### config.mk
export PLATFORM = sky130hd
export DESIGN_NAME = rib_rr_arbiter
export DESIGN_NICKNAME = d
export VERILOG_FILES = /design/src/rtl/rib_pkg.sv /design/src/rtl/rib_rr_pick.sv /design/src/rtl/rib_rr_arbiter.sv
export SDC_FILE = /design/constraint.sdc
export NUM_CORES = 1
export LEC_CHECK = 0
export BUFFER_PORTS_ARGS = -buffer_cell sky130_fd_sc_hd__buf_2
export CAP_MARGIN = 40
export CELL_PAD_IN_SITES_DETAIL_PLACEMENT = 1
export CELL_PAD_IN_SITES_GLOBAL_PLACEMENT = 1
export CORE_AREA = 2 2 170 172
export CTS_CLUSTER_DIAMETER = 100
export DETAILED_ROUTE_END_ITERATION = 12
export DIE_AREA = 0 0 172 174
export PLACE_DENSITY = 0.63
export SLEW_MARGIN = 10
export SYNTH_ARGS = -nofsm -noshare
export SYNTH_HDL_FRONTEND = slang
export SYNTH_SLANG_ARGS = --single-unit
export TNS_END_PERCENT = 1
### constraint.sdc
create_clock -name clk -period 7.76 [get_ports clk]
set_clock_uncertainty 0.15 [all_clocks]
set_input_delay 1.552 -clock clk [delete_from_list [all_inputs] [get_ports clk]]
set_output_delay 1.552 -clock clk [all_outputs]
set_load 0.01 [all_outputs]
### src/rtl/rib_pkg.sv
// Shared RIB bus widths and the arbiter state encoding.
package rib_pkg;

  localparam int RIB_AW = 32;
  localparam int RIB_DW = 32;
  localparam int RIB_SW = 4;

  typedef enum logic [1:0] {
    IDLE = 2'd0,
    REQ  = 2'd1,
    RSP  = 2'd2,
    ERR  = 2'd3
  } rib_state_e;

endpackage

### src/rtl/rib_rr_pick.sv
// Combinational round-robin picker: first set request scanning from i_ptr upward, wrapping.
module rib_rr_pick #(
  parameter int N  = 4,
  parameter int PW = $clog2(N)
) (
  input  logic [N-1:0]  i_req,
  input  logic [PW-1:0] i_ptr,
  output logic [N-1:0]  o_grant,
  output logic [PW-1:0] o_idx,
  output logic          o_any
);

  logic          w_found;
  logic [PW-1:0] w_cand;

  function automatic logic [PW-1:0] wrap_idx(input logic [PW-1:0] base, input int off);
    int sum;
    sum = int'(base) + off;
    if (sum >= N) sum = sum - N;
    return PW'(sum);
  endfunction

  always_comb begin
    o_grant = '0;
    o_idx   = '0;
    w_found = 1'b0;
    w_cand  = '0;
    for (int i = 0; i < N; i++) begin
      w_cand = wrap_idx(i_ptr, i);
      if (!w_found && i_req[w_cand]) begin
        w_found          = 1'b1;
        o_grant[w_cand]  = 1'b1;
        o_idx            = w_cand;
      end
    end
  end

  assign o_any = |i_req;

endmodule

### src/rtl/rib_rr_arbiter.sv
// Round-robin RIB arbiter that locks the grant from request acceptance to response
// completion, with an optional response timeout that forces an error response.
module rib_rr_arbiter
  import rib_pkg::*;
#(
  parameter int MASTER_NUM = 4,
  parameter int TIMEOUT    = 255
) (
  input  logic                         clk,
  input  logic                         rst,
  input  logic [MASTER_NUM-1:0]        m_req_vld_i,
  input  logic [RIB_AW*MASTER_NUM-1:0] m_addr_i,
  input  logic [RIB_DW*MASTER_NUM-1:0] m_data_i,
  input  logic [RIB_SW*MASTER_NUM-1:0] m_sel_i,
  input  logic [MASTER_NUM-1:0]        m_we_i,
  input  logic [MASTER_NUM-1:0]        m_rsp_rdy_i,
  output logic [MASTER_NUM-1:0]        m_req_rdy_o,
  output logic [MASTER_NUM-1:0]        m_rsp_vld_o,
  output logic [RIB_DW-1:0]            m_data_o,
  output logic [RIB_AW-1:0]            bus_addr_o,
  output logic [RIB_DW-1:0]            bus_data_o,
  output logic [RIB_SW-1:0]            bus_sel_o,
  output logic                         bus_we_o,
  output logic                         bus_req_vld_o,
  output logic                         bus_rsp_rdy_o,
  input  logic                         bus_req_rdy_i,
  input  logic                         bus_rsp_vld_i,
  input  logic [RIB_DW-1:0]            bus_data_i,
  output logic [MASTER_NUM-1:0]        grant_o,
  output logic                         timeout_o
);

  localparam int              PW       = $clog2(MASTER_NUM);
  localparam int              CW       = (TIMEOUT > 0) ? $clog2(TIMEOUT + 1) : 1;
  localparam logic [CW-1:0]   CNT_LAST = (TIMEOUT > 0) ? CW'(TIMEOUT - 1) : '0;
  localparam logic [PW-1:0]   IDX_LAST = PW'(MASTER_NUM - 1);

  rib_state_e            r_state;
  logic [MASTER_NUM-1:0] r_grant;
  logic [PW-1:0]         r_gidx;
  logic [PW-1:0]         r_ptr;
  logic [CW-1:0]         r_cnt;
  logic                  r_timeout;

  logic [RIB_AW-1:0] w_addr [MASTER_NUM];
  logic [RIB_DW-1:0] w_wdata [MASTER_NUM];
  logic [RIB_SW-1:0] w_sel [MASTER_NUM];

  genvar gi;
  generate
    for (gi = 0; gi < MASTER_NUM; gi++) begin : g_unpack
      assign w_addr[gi]  = m_addr_i[gi*RIB_AW +: RIB_AW];
      assign w_wdata[gi] = m_data_i[gi*RIB_DW +: RIB_DW];
      assign w_sel[gi]   = m_sel_i[gi*RIB_SW +: RIB_SW];
    end
  endgenerate

  logic [MASTER_NUM-1:0] w_idle_grant, w_next_grant;
  logic [PW-1:0]         w_idle_idx, w_next_idx, w_ptr_next;
  logic                  w_idle_any, w_next_any;
  logic                  w_g_req_vld, w_g_rsp_rdy;
  logic                  w_req_hs, w_rsp_hs, w_err_done, w_done;

  assign w_ptr_next = (r_gidx == IDX_LAST) ? '0 : r_gidx + 1'b1;

  // Two pickers: one for IDLE with the stored pointer, one for completion with
  // the pointer already advanced past the finishing master (zero-gap handover).
  rib_rr_pick #(.N(MASTER_NUM)) u_pick_idle (
    .i_req   (m_req_vld_i),
    .i_ptr   (r_ptr),
    .o_grant (w_idle_grant),
    .o_idx   (w_idle_idx),
    .o_any   (w_idle_any)
  );

  rib_rr_pick #(.N(MASTER_NUM)) u_pick_next (
    .i_req   (m_req_vld_i),
    .i_ptr   (w_ptr_next),
    .o_grant (w_next_grant),
    .o_idx   (w_next_idx),
    .o_any   (w_next_any)
  );

  assign w_g_req_vld = m_req_vld_i[r_gidx];
  assign w_g_rsp_rdy = m_rsp_rdy_i[r_gidx];
  assign w_req_hs    = (r_state == REQ) && w_g_req_vld && bus_req_rdy_i;
  assign w_rsp_hs    = (r_state == RSP) && bus_rsp_vld_i && w_g_rsp_rdy;
  assign w_err_done  = (r_state == ERR) && w_g_rsp_rdy;
  assign w_done      = w_rsp_hs || w_err_done;

  always_ff @(posedge clk) begin
    if (rst) begin
      r_state   <= IDLE;
      r_grant   <= '0;
      r_gidx    <= '0;
      r_ptr     <= '0;
      r_cnt     <= '0;
      r_timeout <= 1'b0;
    end else begin
      r_timeout <= 1'b0;
      unique case (r_state)
        IDLE: begin
          if (w_idle_any) begin
            r_state <= REQ;
            r_grant <= w_idle_grant;
            r_gidx  <= w_idle_idx;
          end
        end
        REQ: begin
          if (w_req_hs) begin
            r_state <= RSP;
            r_cnt   <= '0;
          end else if (!w_g_req_vld) begin
            r_state <= IDLE;
            r_grant <= '0;
          end
        end
        RSP, ERR: begin
          if (w_done) begin
            r_ptr <= w_ptr_next;
            if (w_next_any) begin
              r_state <= REQ;
              r_grant <= w_next_grant;
              r_gidx  <= w_next_idx;
            end else begin
              r_state <= IDLE;
              r_grant <= '0;
            end
          end else if (r_state == RSP) begin
            if ((TIMEOUT != 0) && (r_cnt == CNT_LAST)) begin
              r_state   <= ERR;
              r_timeout <= 1'b1;
            end else if (r_cnt != '1) begin
              r_cnt <= r_cnt + 1'b1;
            end
          end
        end
        default: r_state <= IDLE;
      endcase
    end
  end

  always_comb begin
    m_req_rdy_o   = '0;
    m_rsp_vld_o   = '0;
    m_data_o      = '0;
    bus_addr_o    = '0;
    bus_data_o    = '0;
    bus_sel_o     = '0;
    bus_we_o      = 1'b0;
    bus_req_vld_o = 1'b0;
    bus_rsp_rdy_o = 1'b0;
    unique case (r_state)
      REQ: begin
        bus_addr_o    = w_addr[r_gidx];
        bus_data_o    = w_wdata[r_gidx];
        bus_sel_o     = w_sel[r_gidx];
        bus_we_o      = m_we_i[r_gidx];
        bus_req_vld_o = w_g_req_vld;
        m_req_rdy_o   = r_grant & {MASTER_NUM{bus_req_rdy_i}};
      end
      RSP: begin
        bus_rsp_rdy_o = w_g_rsp_rdy;
        m_rsp_vld_o   = r_grant & {MASTER_NUM{bus_rsp_vld_i}};
        m_data_o      = bus_data_i;
      end
      ERR: begin
        bus_rsp_rdy_o = 1'b1;
        m_rsp_vld_o   = r_grant;
      end
      default: ;
    endcase
  end

  assign grant_o   = r_grant;
  assign timeout_o = r_timeout;

endmodule

==> metrics.cfg, run 1 <==
[run_status]
status=completed

[synth]
ys_seq_elements=19
synth_area_um2=4370
ys_types=61
syn_inst=442
async_flop_share_pct=0
synth-warning-count=0
syn_area_per_cell_um2=9.90
synth_top_cell_area_share_pct=38.6
synth_nets=783
synth-edff-count=0
synth_top_area_cell=mux4_2
synthFlopType=dfxtp_1
seq_area_frac_synth_pct=8.70
synthTopCellsByArea=mux4_2, and2_1, dfxtp_1

[setup_path]
cp_num_cells=5
path_buf_inv=3
crit_arrival_ns=2.61
crit_end=bus_req_vld_o
cp_common_cell=buf_2
reg2regPathDepth=9
r2r_end=grant_o[1]
cp_slowest_stage_delay_ns=0.53
crit_fanout=17
cp_slowest_cell=mux4_2
crit_required_ns=6.06
crit_start=m_req_vld_i[3]
rrSetupSlack_ns=4.56
setup.worst_path.start_class=input port
worstPathCellList=buf_2, mux4_2, nand2_1, inv_1, buf_2
rr_startpoint=r_gidx[0]
critical_path_class=input port to primary output
crit_family=multiplexers
end_kind=primary output

[clock_network]
tritoncts.num_buffers=3
clk_path_buf_depth=2
post_cts_buffers=0
cts_tree=done
clkSlewWorstSetupHoldPaths_ns=0.06
cts.sinks=19
htree_levels=1
clkLatencyLatePin_ns=0.25
cts_hold_buffers=0
root_buffer=clkbuf_16
ctsResizeCount=0

[timing]
setup_viol=0
worst_slew_pin_slew_ns=0.776
rsz0062_at_grt=no
hold_viol_final=0
max_freq_mhz=232
fin_crit_ns=4.31
relSlewSlack_pct=47.8
timing.final.crit_share_pct=55.5
tns_ns=0
report.final.slew_viol_count=0

[cells_and_area]
register_area_um2=388
final_common_cell=buf_2
multi_input_area_um2=3760
syn_to_final_growth_pct=61.2
layout-drive-gt1-share_pct=63.7
nets=1193
layout_common_cells=buf_2, and2_1, mux4_2
final_util_pct=25.0
final.fill_count=3479

[drt]
drt_wl_total_um=24800
drc=0
vias_per_cell=4.36
first_iter_violations=219
wl_per_cell_um=20.1
postRouteAntennaNets=0
dr.pass1.iters=6
vias=5394

[grt]
grt_start_max_net_pins=55
grt_usage_pct=15.3
overflow=0
grt_pass1_wl_um=34600
grt_pass1_vias=5544
antenna_found_initial=8

[die]
coreArea_um2=28200
ios=436
die_h_um=174
rows=62
die-area_um2=29900
start_util_pct=15.5
die_w_um=172

[flow_run]
drv_cap=0

[placement]
dpl.hpwl_um=21700
gp_congestion=0.843
numPortBuffers=435

[power_and_ir_drop]
powerDensity_nw_per_um2=102
p_leak_nw=3.38
ir_drop_v=0.0000613

[hold_path]
hp-class=flop to flop

## worst register-to-register path: cells and delay by family, from the launching register on
family,cells,cell delay (ns)
fa+ha+maj,1,0.49
compound gates,4,0.82
simple gates,2,0.76
buf+inv,2,0.48
flops,1,0.38
## power breakdown
group	internal (mW)	total [mW]	switching, mW
clock network	0.0700	0.109	0.0394
logic	0.258	0.496	0.238
registers	0.103	0.111	0.00824
## layout make-up
class                      instances  share of cell area (%)
multi-input combinational        370                    53.4
clock buffer                       4                    1.12
sequential                        19                    5.50
inverter                          15                   0.799
tap                              384                    6.81
antenna                            2                  0.0710
timing repair buffer             443                    32.3
## Yosys cell counts, types with 3 or more instances
master / n
and2_1: 106
mux4_2: 75
nor2_1: 27
ha_1: 21
clkbuf_1: 20
nand2_1: 20
dfxtp_1: 19
buf_2: 14
inv_1: 14
a21oi_1: 13
nor3_1: 9
a21o_1: 8
and3_1: 7
xnor2_1: 6
a221oi_1: 5
a22oi_1: 5
mux2i_1: 4
nand3_1: 4
nor4_1: 4
o211ai_1: 4
mux2_2: 3
o21ai_0: 3
## metrics by stage
step / std cells / cell area (um2) / setup WS [ns] / total power [mW] / hold WS [ns]
4_1_cts: 1235 / 7050 / 3.45 / 0.729 / 0.359
6_report: 1237 / 7050 / 3.45 / 0.717 / 0.352
3_5_place_dp: 1231 / 6970 / 3.45 / 0.616 / 0.351
3_3_place_gp: 1228 / 6900 / 3.45 / 0.600 / 0.333
5_1_grt: 1236 / 7050 / 3.37 / 0.772 / 0.389
2_1_floorplan: 442 / 4370 / 3.70 / 0.410 / 0.316
## registers in the layout (all words and copies together) (netlist names)
register   count
r_ptr          2
timeout_o      1
r_gidx         2
grant_o        4
r_cnt          8
r_state        2
## kinds of logic (layout without fill, tap and decap cells)
| logic type | count (synthesis) | after routing | synth area share, % |
|---|---|---|---|
| and+or+nand+nor | 198 | 198 | 26.9 |
| muxes | 82 | 82 | 40.3 |
| AOI/OAI and AO/OA | 63 | 63 | 11.6 |
| buffers and inverters | 53 | 462 | 5.29 |
| adders and majority gates | 21 | 21 | 6.01 |
| DFF | 19 | 19 | 8.70 |
| xor gates and xnor gates | 6 | 6 | 1.20 |
| other | 0 | 2 | 0 |
## routing by layer
metal  wire [um]  track usage (%)
met5          29                0
met3        1940             2.23
met2       12100             26.4
met1       10400             20.4
met4         350             2.31
## worst min path at each step
stage	start	endpoint	slack (ns)	cells past startpoint
after detailed placement	r_state[0]	r_state[0]	0.35	2
final	r_state[0]	r_state[0]	0.35	2
after global placement	r_state[0]	r_state[0]	0.33	2
after global routing	r_state[0]	r_state[0]	0.39	2
after CTS	r_state[0]	r_state[0]	0.36	2
after floorplan	r_state[0]	r_state[0]	0.32	2
(Power assumes the default switching activity.)
==> run 2: changes to the inputs <==
--- a/config.mk
+++ b/config.mk
@@ -9,11 +9,11 @@
 export CAP_MARGIN = 40
 export CELL_PAD_IN_SITES_DETAIL_PLACEMENT = 1
 export CELL_PAD_IN_SITES_GLOBAL_PLACEMENT = 1
-export CORE_AREA = 2 2 170 172
+export CORE_AREA = 2 2 171 173
 export CTS_CLUSTER_DIAMETER = 100
 export DETAILED_ROUTE_END_ITERATION = 12
-export DIE_AREA = 0 0 172 174
-export PLACE_DENSITY = 0.63
+export DIE_AREA = 0 0 173 175
+export PLACE_DENSITY = 0.62
 export SLEW_MARGIN = 10
 export SYNTH_ARGS = -nofsm -noshare
 export SYNTH_HDL_FRONTEND = slang
==> constraint.sdc (replaced) <==
create_clock -name clk -period 4.1 [get_ports clk]
set_clock_uncertainty 0.15 [all_clocks]
set_input_delay 0.82 -clock clk [delete_from_list [all_inputs] [get_ports clk]]
set_output_delay 0.82 -clock clk [all_outputs]
set_load 0.01 [all_outputs]
==> metrics.cfg, run 2 (synthesis results as in run 1) <==
[timing]
hold_viol_final=0  ; unchanged
max_freq_mhz=282
report.final.slew_viol_count=0  ; unchanged
timing.final.crit_share_pct=86.6
fin_crit_ns=3.55
fin_ws_ns=0.548  ; was 3.45 ns
worst_slew_pin_slew_ns=0.767  ; was 0.776 ns
tns_ns=0  ; unchanged
setup_viol=0  ; unchanged
rsz0062_at_grt=no  ; unchanged
relSlewSlack_pct=48.4  ; was 47.8%

[drt]
postRouteAntennaNets=0  ; unchanged
vias=5487  ; was 5394
dr.pass1.iters=6  ; unchanged
drc=0  ; unchanged
first_iter_violations=253  ; was 219
wl_per_cell_um=21.3  ; was 20.1 um
vias_per_cell=4.42  ; was 4.36
drt_wl_total_um=26500  ; was 24800 um

[clock_network]
htree_levels=1  ; unchanged
clkLatencyLatePin_ns=0.26  ; was 0.25 ns
clk_path_buf_depth=2  ; unchanged
cts_tree=done  ; unchanged
post_cts_buffers=0  ; unchanged
tritoncts.num_buffers=3  ; unchanged
root_buffer=clkbuf_16  ; unchanged
cts_hold_buffers=0  ; unchanged
ctsResizeCount=0  ; unchanged
clkSlewWorstSetupHoldPaths_ns=0.06  ; about the same
cts.sinks=19  ; unchanged

[hold_path]
hold_end=r_state[0]  ; unchanged
hp-class=flop to flop  ; unchanged
hold_depth=2  ; unchanged
hp-start=r_state[0]  ; unchanged

[flow_run]
drv_cap=0  ; unchanged

[die]
ios=436  ; unchanged
coreArea_um2=28400  ; was 28200 um2
die_h_um=175  ; was 174 um
die-area_um2=30300  ; was 29900 um2
die_w_um=173  ; was 172 um
rows=62  ; unchanged
start_util_pct=15.4  ; was 15.5%

[grt]
antenna_found_initial=12  ; was 8
grt_pass1_wl_um=37800  ; was 34600 um
overflow=0  ; unchanged
grt_start_max_net_pins=43  ; was 55
grt_usage_pct=16.3  ; was 15.3%
grt_pass1_vias=5695  ; was 5544

[placement]
place_ws_ns=0.738  ; was 3.45 ns
gp_congestion=0.845  ; was 0.843
numPortBuffers=435  ; unchanged
placed_cell_area_um2=6960  ; was 6970 um2
dpl.hpwl_um=23300  ; was 21700 um

[setup_path]
cp_slowest_cell=dfxtp_4  ; was mux4_2
crit_required_ns=3.13  ; was 6.06 ns
r2r_end=grant_o[1]  ; unchanged
crit_arrival_ns=2.58  ; was 2.61 ns
rr_startpoint=r_gidx[0]  ; unchanged
crit_start=r_gidx[0]  ; was m_req_vld_i[3]
worstPathCellList=buf_4, mux4_2, and2_1, buf_2  ; was buf_2, mux4_2, nand2_1, inv_1, buf_2
end_kind=primary output  ; unchanged
crit_family=buffers and inverters  ; was multiplexers
path_buf_inv=2  ; was 3
cp_slowest_stage_delay_ns=0.74  ; was 0.53 ns
crit_fanout=35  ; was 17
critical_path_class=flop to primary output  ; was input port to primary output
setup.worst_path.start_class=flop  ; was input port
reg2regPathDepth=8  ; was 9
rrSetupSlack_ns=0.87  ; was 4.56 ns

[power_and_ir_drop]
combPwrFrac_pct=67.4  ; was 69.2%
sw_frac_of_total_pct=40.1  ; was 39.9%
p_seq_share_pct=17.0  ; was 15.5%
ir_drop_v=0.000139  ; was 0.0000613 V
p_leak_nw=3.39  ; was 3.38 nW
p_clk_share_pct=15.6  ; was 15.3%
powerDensity_nw_per_um2=193  ; was 102 nW/um2
internal_power_uw=814  ; was 431 uW
switchingPower_uw=545  ; was 286 uW

[cells_and_area]
fin_area_um2=7060  ; was 7050 um2
syn_to_final_growth_pct=61.3  ; was 61.2%
largest_register_ffs=8  ; unchanged
final_util_pct=24.9  ; was 25.0%
final_common_cell=buf_2  ; unchanged
layout_common_cells=buf_2, and2_1, mux4_2  ; unchanged
regMostFlops=r_cnt  ; unchanged
nets=1195  ; was 1193
layout-drive-gt1-share_pct=63.9  ; was 63.7%

[run_status]
status=completed  ; unchanged

run 2: cell count changes in the layout (fill, tap and decap cells not counted), sizes merged:
| cell | previous run | this run |
|---|---|---|
| buf | 443 | 445 |
| clkbuf | 4 | 3 |
| inv | 15 | 16 |
| diode | 2 | 5 |
run 2: area by class of cell:
type | instances | area (um2)
Antenna cell | 5 | 12.5
Multi-Input combinational cell | 370 | 3760
Tap cell | 384 | 480
Timing Repair Buffer | 445 | 2270
Clock inverter | 1 | 6.26
Clock buffer | 3 | 75.1
Fill cell | 3478 | 21300
Sequential cell | 19 | 388
Inverter | 15 | 56.3
run 2: layer usage:
layer	share of wire (%)	GRT usage, %	vias to the layer above
met4	1.6	3.50	4
met3	6.7	3.61	24
met5	0.068	0	-
li1	-	-	2522
met1	43	21.9	2710
met2	49	26.7	227
run 2: worst max-delay path by stage:
| stage | slack, ns | to | cells past startpoint |
|---|---|---|---|
| global placement | 0.80 | bus_data_o[14] | 4 |
| detailed placement | 0.74 | bus_data_o[30] | 4 |
| global route | 0.36 | bus_data_o[30] | 4 |
| CTS | 0.46 | bus_data_o[30] | 4 |
| finish | 0.55 | bus_data_o[30] | 4 |
| floorplan | 1.06 | grant_o[1] | 10 |
run 2: power by group through the flow:
stage                     Sequential, mW  Clock [mW]  Combinational [mW]
after global routing               0.237       0.226               0.995
after CTS                          0.234       0.219               0.924
final                              0.232       0.212               0.916
after floorplan                    0.209           0               0.568
after detailed placement           0.239           0               0.921
after global placement             0.236           0               0.902
run 2: metrics by stage:
step	cells	total power, mW	hold WS (ns)
after detailed placement	1233	1.16	0.350
final	1242	1.36	0.354
after CTS	1237	1.38	0.366
after global placement	1231	1.14	0.336
after global routing	1242	1.46	0.388
after floorplan	442	0.777	0.316
run 2: worst reg2reg max path: stages (launching register included):
cell and delay [ns]:
dfxtp_4 0.74, inv_1 0.23, ha_1 0.49, and4bb_2 0.27, or4_4 0.49, o21a_4 0.16
a222oi_1 0.36, a21o_1 0.16, o211ai_1 0.07
